===== src/rtl/sram_arb_pkg.sv =====
// Shared types and constants for the SRAM port arbiter.
package sram_arb_pkg;

    typedef enum logic [1:0] {
        IDLE   = 2'd0,
        SETUP  = 2'd1,
        ACCESS = 2'd2,
        DONE   = 2'd3
    } arb_state_t;

    localparam logic       PORT_IF    = 1'b0;
    localparam logic       PORT_DM    = 1'b1;
    localparam logic [1:0] ALIGN_MASK = 2'b11;

endpackage


===== src/rtl/sram_arb_grant.sv =====
// Combinational grant selection between instruction and data ports.
// Define SRAM_ARB_RR_EN for round-robin priority; default is fixed data-port priority.
module sram_arb_grant
    import sram_arb_pkg::*;
(
    input  logic if_req,
    input  logic dm_req,
    input  logic last_grant,
    output logic grant_valid,
    output logic grant_port
);

    assign grant_valid = if_req | dm_req;

`ifdef SRAM_ARB_RR_EN
    // On contention the port that did not win last time gets the grant.
    always_comb begin
        grant_port = PORT_IF;
        if (if_req && dm_req) begin
            grant_port = (last_grant == PORT_DM) ? PORT_IF : PORT_DM;
        end else if (dm_req) begin
            grant_port = PORT_DM;
        end
    end
`else
    logic unused_last_grant;
    assign unused_last_grant = last_grant;

    always_comb begin
        grant_port = dm_req ? PORT_DM : PORT_IF;
    end
`endif

endmodule


===== src/rtl/sram_port_arbiter.sv =====
// Shares one asynchronous SRAM between the fetch and data-memory ports.
// Optional round-robin arbitration via SRAM_ARB_RR_EN (see sram_arb_grant).
module sram_port_arbiter
    import sram_arb_pkg::*;
#(
    parameter int WAIT_CYCLES = 2,
    parameter int ADDR_W      = 32,
    parameter int DATA_W      = 32
) (
    input  logic              clk,
    input  logic              rst_n,
    input  logic              if_req,
    input  logic [ADDR_W-1:0] if_addr,
    output logic              if_ack,
    output logic [DATA_W-1:0] if_rdata,
    output logic              if_err,
    input  logic              dm_req,
    input  logic              dm_we,
    input  logic [ADDR_W-1:0] dm_addr,
    input  logic [DATA_W-1:0] dm_wdata,
    output logic              dm_ack,
    output logic [DATA_W-1:0] dm_rdata,
    output logic              dm_err,
    output logic              sram_cs,
    output logic              sram_oe,
    output logic              sram_we,
    output logic [ADDR_W-1:0] sram_addr,
    output logic [DATA_W-1:0] sram_din,
    input  logic [DATA_W-1:0] sram_dout
);

    arb_state_t        state;
    logic [3:0]        cnt;
    logic [ADDR_W-1:0] addr_l;
    logic [DATA_W-1:0] wdata_l;
    logic              we_l;
    logic              port_l;
    logic              last_grant;
    logic              grant_valid;
    logic              grant_port;
    logic [ADDR_W-1:0] sel_addr;
    logic              misaligned;

    sram_arb_grant u_grant (
        .if_req      (if_req),
        .dm_req      (dm_req),
        .last_grant  (last_grant),
        .grant_valid (grant_valid),
        .grant_port  (grant_port)
    );

    assign sel_addr   = (grant_port == PORT_DM) ? dm_addr : if_addr;
    assign misaligned = (sel_addr[1:0] & ALIGN_MASK) != 2'b00;

    // Latched operands drive the SRAM bus directly so they stay stable SETUP..DONE.
    assign sram_addr = addr_l;
    assign sram_din  = wdata_l;

    always_ff @(posedge clk or negedge rst_n) begin
        if (!rst_n) begin
            state      <= IDLE;
            cnt        <= 4'd0;
            addr_l     <= '0;
            wdata_l    <= '0;
            we_l       <= 1'b0;
            port_l     <= PORT_IF;
            last_grant <= PORT_IF;
            if_ack     <= 1'b0;
            dm_ack     <= 1'b0;
            if_err     <= 1'b0;
            dm_err     <= 1'b0;
            if_rdata   <= '0;
            dm_rdata   <= '0;
            sram_cs    <= 1'b0;
            sram_oe    <= 1'b0;
            sram_we    <= 1'b0;
        end else begin
            case (state)
                IDLE: begin
                    if (grant_valid) begin
                        addr_l     <= sel_addr;
                        wdata_l    <= (grant_port == PORT_DM) ? dm_wdata : '0;
                        we_l       <= (grant_port == PORT_DM) && dm_we;
                        port_l     <= grant_port;
                        last_grant <= grant_port;
                        // Misaligned requests skip the SRAM entirely and complete with an error.
                        if (misaligned) begin
                            state  <= DONE;
                            if_ack <= (grant_port == PORT_IF);
                            dm_ack <= (grant_port == PORT_DM);
                            if_err <= (grant_port == PORT_IF);
                            dm_err <= (grant_port == PORT_DM);
                        end else begin
                            state   <= SETUP;
                            sram_cs <= 1'b1;
                        end
                    end
                end
                SETUP: begin
                    state   <= ACCESS;
                    sram_oe <= ~we_l;
                    sram_we <= we_l;
                    cnt     <= 4'(WAIT_CYCLES - 1);
                end
                ACCESS: begin
                    if (cnt == 4'd0) begin
                        state   <= DONE;
                        sram_cs <= 1'b0;
                        sram_oe <= 1'b0;
                        sram_we <= 1'b0;
                        if_ack  <= (port_l == PORT_IF);
                        dm_ack  <= (port_l == PORT_DM);
                        if (!we_l && port_l == PORT_IF) begin
                            if_rdata <= sram_dout;
                        end
                        if (!we_l && port_l == PORT_DM) begin
                            dm_rdata <= sram_dout;
                        end
                    end else begin
                        cnt <= cnt - 4'd1;
                    end
                end
                DONE: begin
                    state  <= IDLE;
                    if_ack <= 1'b0;
                    dm_ack <= 1'b0;
                    if_err <= 1'b0;
                    dm_err <= 1'b0;
                end
                default: state <= IDLE;
            endcase
        end
    end

endmodule


===== config.mk =====
export PLATFORM = sky130hd
export DESIGN_NAME = sram_port_arbiter
export DESIGN_NICKNAME = d
export VERILOG_FILES = /design/src/rtl/sram_arb_pkg.sv /design/src/rtl/sram_arb_grant.sv /design/src/rtl/sram_port_arbiter.sv
export SDC_FILE = /design/constraint.sdc
export NUM_CORES = 1
export LEC_CHECK = 0
export ABC_AREA = 1
export BUFFER_PORTS_ARGS = -buffer_cell sky130_fd_sc_hd__buf_4
export CORE_ASPECT_RATIO = 1.1
export CORE_MARGIN = 2
export CORE_UTILIZATION = 51
export DETAILED_ROUTE_END_ITERATION = 10
export GPL_ROUTABILITY_DRIVEN = 0
export PLACE_DENSITY = 0.95
export SLEW_MARGIN = 20
export SYNTH_ARGS = -nofsm -noshare
export SYNTH_HDL_FRONTEND = slang
export SYNTH_SLANG_ARGS = --single-unit

===== constraint.sdc =====
create_clock -name clk -period 2.65 [get_ports clk]
set_input_delay 0.3975 -clock clk [delete_from_list [all_inputs] [get_ports clk]]
set_output_delay 0.3975 -clock clk [all_outputs]
set_load 0.02 [all_outputs]

Word-level counts from Yosys, hierarchy flattened
Index checks and enable logic that the tools add are counted.

operators by class
  add/subtract/negate cells = 1
  multiply operators = 0
  divide/modulo/power cells = 0
  magnitude comparators = 0
  eq/ne operators = 8
  shifts and indexed selects = 0
  multiplexer cells = 25
  bitwise gates (word level) = 4
  reduce and logical (&&, ||, !) cells = 20

operators by type and width
  kind                                               number
  2-to-1 mux 32 bit                                  2
  2-to-1 mux 1 bit                                   10
  inequality test 2 bit (second input constant)      5
  one-hot mux 1 bit (2 select lines)                 5
  AND reduction 3 bit                                3
  one-hot mux 2 bit (4 select lines)                 1
  one-hot mux 4 bit (2 select lines)                 1
  AND reduction 2 bit                                4
  AND reduction 4 bit                                2
  nonzero test 2 bit                                 4
  2-to-1 mux 2 bit                                   3
  one-hot mux 1 bit (3 select lines)                 2
  == test 2 bit (second input constant)              2
  logical NOT 4 bit                                  1
  2-to-1 mux 4 bit                                   1
  subtractor 4 x 1 -> 4 bit (second input constant)  1
  logical AND 1 bit                                  3
  NOT 1 bit                                          3
  nonzero test 3 bit                                 1
  == test 2 x 1 -> 1 bit (second input constant)     1
  logical NOT 2 bit                                  1
  logical NOT 1 bit                                  1
  OR 1 bit                                           1

word-level totals
  register bits after elaboration = 143
  latch bits = 0
  memory bits (writable) = 0
  ROM bits = 0
  input bits = 133
  output and inout bits = 135
  word-level logic and storage cells = 73
  memories kept = 0

Longest topological paths before layout
Gate-level depths: netlist of run 1.

  depth after elaboration = 6
  mapped depth = 9
  gate-level depth less buffers = 8

Modules after synthesis
A second synthesis of run 1 with hierarchy kept.

second synthesis, totals
  cells, all modules = 659
  area, all modules = 6,217.2 um^2

modules (own cells, without submodules)
  module             instances  cells each  area an instance (um^2)  seq. area each (um^2)
  sram_port_arbiter  1          655         6,198.4                  3,578.4
  sram_arb_grant     1          4           18.8                     0.0

Worst setup path before layout of run 1
No wires, ideal clock.

  path kind = flip-flop to flip-flop
  start point = register state[0]
  end point = register if_rdata[0]
  library setup time = 0.126 ns
  arrival time = 1.372 ns
  setup slack = 1.152 ns
  stages on the path, launching flop included = 10
  path buffers = 2
  clock period less this slack = 1.498 ns
  cell sequence = dfrtp_1 > inv_1 > ha_1 > buf_4 > inv_2 > nor2_4 > nand3_4 > buf_2 > nand2_1 > o21ai_0

on the way
  cells in the longest elaborated chain, start to end = 2

ends and longest elaborated chain
  element                               RTL line                  RTL
  start: declaration                    sram_port_arbiter.sv:32   arb_state_t state;
  start signal: assignment              sram_port_arbiter.sv:61   state <= IDLE;
  start signal: assignment              sram_port_arbiter.sv:88   state <= DONE;
  start signal: assignment              sram_port_arbiter.sv:94   state <= SETUP;
  == test 2 bit                         sram_port_arbiter.sv:78   case (state)
  AND reduction 3 bit (no source line)  -
  end signal: assignment                sram_port_arbiter.sv:114  if_rdata <= sram_dout;
  end: declaration                      sram_port_arbiter.sv:15   output logic [DATA_W-1:0] if_rdata,

Every way passes these cells.
A chain may end at the register's enable or synchronous reset.

Worst setup path in the final report of run 1
  start point = register state[0]
  end point = register dm_rdata[0]

on the way
  cells in the longest elaborated chain, start to end = 2

ends and longest elaborated chain
  element                               RTL line                  RTL
  == test 2 bit                         sram_port_arbiter.sv:78
  AND reduction 3 bit (no source line)  -
  end signal: assignment                sram_port_arbiter.sv:117  dm_rdata <= sram_dout;
  end: declaration                      sram_port_arbiter.sv:22   output logic [DATA_W-1:0] dm_rdata,

Every way passes these cells.

==> flow_metrics.env, run 1 <==
export IMPL_outcome="finished, final reports clean"
export IMPL_ctsLongestPathBuffers=2
export IMPL_vias=5471
export IMPL_max_slew_margin_pct=37.10
export IMPL_post_cts_buffers=0
export IMPL_grt_max_degree=65
export IMPL_grt_pass1_vias=5560
export IMPL_period_share_pct=84.11
export IMPL_antenna_cells=0
export IMPL_hold_depth=3
export IMPL_final_cell_mix="buf_4 (272), nand2_1 (216), dfrtp_1 (143), inv_1 (44), nand3_1 (39)"
export IMPL_track_usage_pct=27.81
export IMPL_p_seq_share_pct=33.4
export IMPL_die_h_um=117.6
export IMPL_critPathKind="register to register"
export IMPL_firstDrtPassIters=4
export IMPL_syn_to_final_growth_pct=44.13
export IMPL_grt_pass1_wl_mm=27.26
export IMPL_core_um2=11440
export IMPL_viasPerCell=5.104
export IMPL_finalSetupViolations=0
export IMPL_tightest_slew_ns=0.9416
export IMPL_setup_tns_ns=0
export IMPL_cts_hold_buf=1
export IMPL_seq_area_frac_synth_pct=59.78
export IMPL_layout_commonest_cell="buf_4"
export IMPL_grt_overflow=0
export IMPL_p_sw_mw=4.796
export IMPL_max_stage_delay_ns=0.77
export IMPL_ys_types=28
export IMPL_start_util_pct=52.32
export IMPL_startpoint_type="register"
export IMPL_cts_root_buffer="clkbuf_16"
export IMPL_hpwl_mm=12.15
export IMPL_required_ns=2.91
export IMPL_antenna_found_initial=0
export IMPL_postRouteAntennaNets=0
export IMPL_insertion_delay_ns=0.41
export IMPL_power_frac_comb_pct=45.4
export IMPL_fin_skew_ns=0.01284
export IMPL_ys_ff_latch=143
export IMPL_wl_mm=16.94
export IMPL_fin_nets=1049
export IMPL_cts_buffers_inserted=17
export IMPL_irDropWorstVdd_mv=0.6720
export IMPL_h_tree_depth=4
export IMPL_r2r_end="dm_rdata[0]"
export IMPL_clock_sinks=143
export IMPL_slowest_stage="nand4_4"
export IMPL_utilization_pct=75.41
export IMPL_intPower_mw=6.815
export IMPL_syn_inst=652
export IMPL_powerDensity_nw_per_um2=1346
export IMPL_clk_pin_slew_ns=0.06
export IMPL_holdPathEnd="sram_din[11]"
export IMPL_post_cts_resized=0
export IMPL_worstReg2RegStart="state[0]"
export IMPL_path_max_fanout=64
export IMPL_wire_per_inst_um=15.80
export IMPL_syn_area_per_cell_um2=9.181
export IMPL_finalCriticalPeriod_ns=2.229
export IMPL_crit_arrival_ns=2.49
export IMPL_pwr_share_clk_pct=21.1
export IMPL_timing_fmax_mhz=448.7
export IMPL_swShare_pct=41.31
export IMPL_slew_viol_final=0
export IMPL_end_kind="register"
export IMPL_port_buffers=267
export IMPL_fillers=762
export IMPL_ioPinCount=268
export IMPL_syn_area_um2=5986
export IMPL_rsz0062_at_grt="false"
export IMPL_leakage_nw=4.614
export IMPL_drc=0
export IMPL_die_area_um2=12620
export IMPL_cts_tree="done"
export IMPL_rows=41
export IMPL_drive_gt1_share_pct=35.25
export IMPL_drv_cap=0
export IMPL_power_total_mw=11.61
export IMPL_initialDrtViolationCount=404
export IMPL_r2r_cells=5
export IMPL_synth_fp_nets=792
export IMPL_hp_class="input pin to register"
export IMPL_hold_violations=0
export IMPL_holdCritStartpoint="dm_wdata[11]"
export IMPL_crit_chain="inv_1, ha_1, nand4_4, nand2_1, o21ai_2"
export IMPL_rrSetupSlack_ns=0.42
export IMPL_die_w_um=107.3
export IMPL_yosysWarnings=0
==> cell families (layout without fill, tap and decap cells) <==
group                      Yosys count  after routing  share of synthesized area, %
AOI/OAI and AO/OA                  118            118                         11.14
and+or+nand+nor                    297            297                         20.28
adders and majority gates            7              7                         1.463
buffers and inverters               85            355                         7.044
xor gates and xnor gates             2              2                        0.2927
DFF                                143            143                         59.78
==> state kept, by name, indices dropped and copies added (netlist names), 2 cells and up <==
register / flops
cnt: 4
dm_rdata: 32
if_rdata: 32
sram_addr: 32
sram_din: 32
state: 2
==> worst max-delay path: cells and delay by family, from the launching register on <==
kind	cells	cell delay, ns
flops	1	0.40
fa+ha+maj	1	0.36
buf+inv	1	0.13
compound gates	1	0.09
simple gates	2	1.07
==> power groups by stage <==
stage | registers (mW) | logic [mW] | clock network (mW)
floorplan | 5.04 | 1.79 | 0
global placement | 3.85 | 5.10 | 0
detailed placement | 3.89 | 5.28 | 0
CTS | 3.87 | 5.32 | 2.48
global route | 3.99 | 5.72 | 2.63
finish | 3.88 | 5.28 | 2.46
==> cell usage after synthesis (all sizes together) <==
cell	instances	area share [%]
nand2	217	14
dfrtp	143	60
o21ai	82	7.4
inv	47	2.9
nand3	41	3.7
nor2	38	2.6
buf	31	3.6
a31oi	30	3.1
ha	7	1.5
clkbuf	6	0.38
a21oi	3	0.25
o22ai	2	0.21
clkinv	1	0.084
nand4	1	0.36
o21bai	1	0.13
xnor2	1	0.15
xor2	1	0.15
==> final cells by class <==
class,instances,area (µm²),area share (%)
multi-input cells,424,1986,23.02
inverters,48,181.4,2.103
well taps,150,187.7,2.175
clock buffers,18,439.2,5.091
flip-flops and latches,143,3578,41.48
clock inverters,14,171.4,1.987
repair buffers,275,2083,24.15
==> routing by layer <==
metal / vias up / routed length (µm) / GRT usage [%]
li1: 2616 / - / -
met2: 254 / 8571 / 46.40
met1: 2562 / 6155 / 32.30
met3: 39 / 1523 / 8.527
met5: - / 0 / 0
met4: 0 / 685 / 13.47
==> worst max path at each step <==
stage                     startpoint      endpoint  slack [ns]  depth (start not counted)
final                       state[0]   dm_rdata[0]        0.42                          5
after global routing        state[0]   dm_rdata[0]        0.19                          4
after CTS                   state[0]  dm_rdata[13]        0.43                          5
after detailed placement    state[0]  if_rdata[30]        0.46                          6
after global placement      state[0]  dm_rdata[24]        0.59                          5
after floorplan             state[0]   if_rdata[0]        1.15                          9
==> stage by stage <==
step	worst slack, ns	hold slack [ns]	cells	area [µm²]
floorplan	1.152	0.1019	652	5986
detailed placement	0.4619	0.3911	1039	8006
finish	0.4212	0.2133	1072	8627
global placement	0.5904	0.3929	1039	8006
CTS	0.4347	0.2032	1072	8627
global route	0.1910	0.2103	1072	8627
No activity file was read; power rests on OpenSTA's default activity.
==> inputs of run 2 (changes only) <==
--- a/config.mk
+++ b/config.mk
@@ -5,14 +5,14 @@
 export SDC_FILE = /design/constraint.sdc
 export NUM_CORES = 1
 export LEC_CHECK = 0
-export ABC_AREA = 1
+export ABC_AREA = 0
 export BUFFER_PORTS_ARGS = -buffer_cell sky130_fd_sc_hd__buf_4
 export CORE_ASPECT_RATIO = 1.1
 export CORE_MARGIN = 2
-export CORE_UTILIZATION = 51
+export CORE_UTILIZATION = 47
 export DETAILED_ROUTE_END_ITERATION = 10
 export GPL_ROUTABILITY_DRIVEN = 0
-export PLACE_DENSITY = 0.95
+export PLACE_DENSITY = 0.91
 export SLEW_MARGIN = 20
 export SYNTH_ARGS = -nofsm -noshare
 export SYNTH_HDL_FRONTEND = slang
==> constraint.sdc (replaced) <==
create_clock -name clk -period 2.1 [get_ports clk]
set_input_delay 0.315 -clock clk [delete_from_list [all_inputs] [get_ports clk]]
set_output_delay 0.315 -clock clk [all_outputs]
set_load 0.02 [all_outputs]
==> run 2 against run 1 <==
Net effect:
- routed wire length rose by 6.4%
- synthesized cell count fell by 22%
- global-route usage fell by 2.4 points
- critical path depth rose by 3
- clock-buffer cell count fell by 1
- non-clock buffer count rose by 14
- fmax rose by 8.7%
- first-iteration DRC count fell by 22%
- register-to-register slack got worse by 0.37 ns
- sequential power rose by 28%
- largest cell class unchanged
==> flow_metrics.env, run 2 <==
export IMPL_outcome="finished, final reports clean"
export IMPL_grt_pass1_wl_mm=27.21
export IMPL_timing_fmax_mhz=487.6
export IMPL_cp_num_buf_inv=4
export IMPL_path_max_fanout=8
export IMPL_clock_sinks=143
export IMPL_crit_arrival_ns=2.34
export IMPL_finalCriticalPeriod_ns=2.051
export IMPL_wl_mm=18.03
export IMPL_firstDrtPassIters=5
export IMPL_antenna_found_initial=0
export IMPL_final_area_um2=9046
export IMPL_ioPinCount=268
export IMPL_required_ns=2.39
export IMPL_yosysTopAreaCell="dfrtp_1"
export IMPL_track_usage_pct=25.44
export IMPL_startpoint_type="register"
export IMPL_crit_family="buffers and inverters"
export IMPL_cts_root_buffer="clkbuf_16"
export IMPL_antenna_cells=0
export IMPL_fin_nets=926
export IMPL_grt_max_degree=51
export IMPL_syn_area_um2=6076
export IMPL_tightest_slew_ns=0.7338
export IMPL_layout_commonest_cell="buf_4"
export IMPL_hold_violations=0
export IMPL_ys_ff_latch=143
export IMPL_crit_top_cell="buf_6"
export IMPL_die_w_um=112.4
export IMPL_viasPerCell=5.259
export IMPL_synth_most_common_cell="dfrtp_1"
export IMPL_powerDensity_nw_per_um2=1622
export IMPL_setup_ws_ns=0.04934
export IMPL_drv_cap=0
export IMPL_synth_cells_most_frequent="dfrtp_1 (143), nand2_1 (107), o21ai_0 (39)"
export IMPL_instances_no_fill=956
export IMPL_hpwl_mm=12.42
export IMPL_synth_edf_count=0
export IMPL_pre_cts_slack_ns=-0.04787
export IMPL_finalSetupViolations=0
export IMPL_placed_cell_area_um2=8351
export IMPL_clk_pin_slew_ns=0.06
export IMPL_grt_pass1_vias=5077
export IMPL_fin_skew_ns=0.01165
export IMPL_leakage_nw=4.731
export IMPL_slowest_stage="or3b_4"
export IMPL_end_kind="register"
export IMPL_rsz0062_at_grt="true"
export IMPL_max_stage_delay_ns=0.40
export IMPL_die_h_um=123.3
export IMPL_synthFlopType="dfrtp_1"
export IMPL_drive_gt1_share_pct=49.31
export IMPL_irDropWorstVdd_mv=1.260
export IMPL_h_tree_depth=4
export IMPL_ctsLongestPathBuffers=2
export IMPL_start_util_pct=48.06
export IMPL_ys_types=34
export IMPL_async_flop_share_pct=100.0
export IMPL_syn_area_per_cell_um2=11.94
export IMPL_fillers=851
export IMPL_syn_inst=509
export IMPL_synthTopCellsByArea="dfrtp_1 (59%), mux2_4 (7.4%), mux2_2 (6.7%), nand2_1 (6.6%), mux2i_1 (5.8%)"
export IMPL_cts_buffers_inserted=17
export IMPL_grt_overflow=0
export IMPL_yosysWarnings=0
export IMPL_slew_viol_final=0
export IMPL_seq_area_frac_synth_pct=58.90
export IMPL_synth_fp_nets=649
export IMPL_drc=0
export IMPL_yosysTopAreaCellShare_pct=58.90
export IMPL_place_inst=918
export IMPL_rows=43
export IMPL_wire_per_inst_um=18.86
export IMPL_vias=5028
export IMPL_insertion_delay_ns=0.41
export IMPL_max_slew_margin_pct=50.89
export IMPL_hp_class="input pin to register"
export IMPL_critPathKind="register to register"
export IMPL_port_buffers=267
export IMPL_period_share_pct=97.65
export IMPL_core_um2=12640
export IMPL_die_area_um2=13850
export IMPL_crit_chain="inv_2, ha_4, or3b_4, buf_6, nor3_4, buf_6, clkbuf_16, mux2_2"
export IMPL_cts_tree="done"
export IMPL_postRouteAntennaNets=0
export IMPL_initialDrtViolationCount=315
export IMPL_utilization_pct=71.55
export IMPL_final_cell_mix="buf_4 (274), dfrtp_1 (143), nand2_1 (106), o21ai_0 (39)"
export IMPL_syn_to_final_growth_pct=48.89
run 2: changes by cell type in the layout (fill, tap and decap cells not counted), moves of 30 or more:
cell | before | now
mux2i_1 | 0 | 35
mux2_4 | 0 | 31
nand2_1 | 216 | 106
o21ai_1 | 38 | 0
inv_1 | 44 | 6
mux2_2 | 0 | 35
nor2_1 | 36 | 6
run 2: worst paths after layout:
path	start	to	slack (ns)	cells after the start
min in group asynchronous	rst_n	if_rdata[3]	0.36	2
hold reg to reg	sram_din[21]	sram_din[21]	0.47	2
setup reg to reg	cnt[0]	dm_rdata[12]	0.05	8
hold / removal	sram_dout[5]	dm_rdata[5]	0.13	2
setup / recovery	cnt[0]	dm_rdata[12]	0.05	8
max in group asynchronous	rst_n	dm_rdata[15]	1.07	3
run 2: repair_timing:
| action | CTS | global route |
|---|---|---|
| endpoints found under the setup margin | 64 | 66 |
| cloned | 1 | 3 |
| pin swaps | 0 | 2 |
| hold buffers | 1 | 0 |
| endpoints found under the hold margin | 33 | 0 |
| setup buffers | 0 | 1 |
| gates resized for setup | 2 | 10 |
run 2: layout make-up:
cell class,count,area (µm²),share of cell area (%)
Sequential cell,143,3578,39.56
Multi-Input combinational cell,327,2365,26.14
Timing Repair Buffer,289,2325,25.70
Clock buffer,17,425.4,4.703
Tap cell,157,196.4,2.172
Clock inverter,15,126.4,1.397
Inverter,8,30.03,0.3320
run 2: cells by family after synthesis:
family / count (synthesis) / share of synthesized area [%]
fa+ha+maj: 7 / 1.441
xor+xnor: 1 / 0.1442
flops: 143 / 58.90
compound gates: 54 / 4.984
mux: 103 / 20.22
simple gates: 162 / 11.45
buf+inv: 39 / 2.862
run 2: routing by layer:
| metal | vias to the layer above | wire, µm | GRT usage, % | share of wire, % |
|---|---|---|---|---|
| met5 | - | 0 | 0 | 0 |
| met3 | 42 | 1242 | 6.373 | 6.9 |
| li1 | 2302 | - | - | - |
| met4 | 0 | 501 | 8.308 | 2.8 |
| met2 | 250 | 9375 | 45.14 | 52 |
| met1 | 2434 | 6908 | 30.61 | 38 |
run 2: worst reg2reg max path: stages (launching register included):
cell and delay [ns]:
dfrtp_1 0.39, inv_2 0.08, ha_4 0.13, or3b_4 0.40, buf_6 0.15, nor3_4 0.11, buf_6 0.17, clkbuf_16 0.17
mux2_2 0.35
run 2: through the flow:
stage	power [mW]	TNS, ns	hold slack [ns]
after floorplan	8.503	0	0.01941
after global placement	11.31	0	0.2310
after detailed placement	11.63	-1.035	0.2282
after CTS	14.52	-0.7543	0.1234
after global routing	15.45	-0.002754	0.1199
final	14.67	0	0.1347
run 2: power breakdown:
| part | switching (mW) | total [mW] | leakage (nW) | internal, mW |
|---|---|---|---|---|
| clock network | 1.27 | 2.82 | 0.263 | 1.55 |
| registers | 0.893 | 4.95 | 1.76 | 4.06 |
| logic | 3.68 | 6.90 | 2.71 | 3.22 |
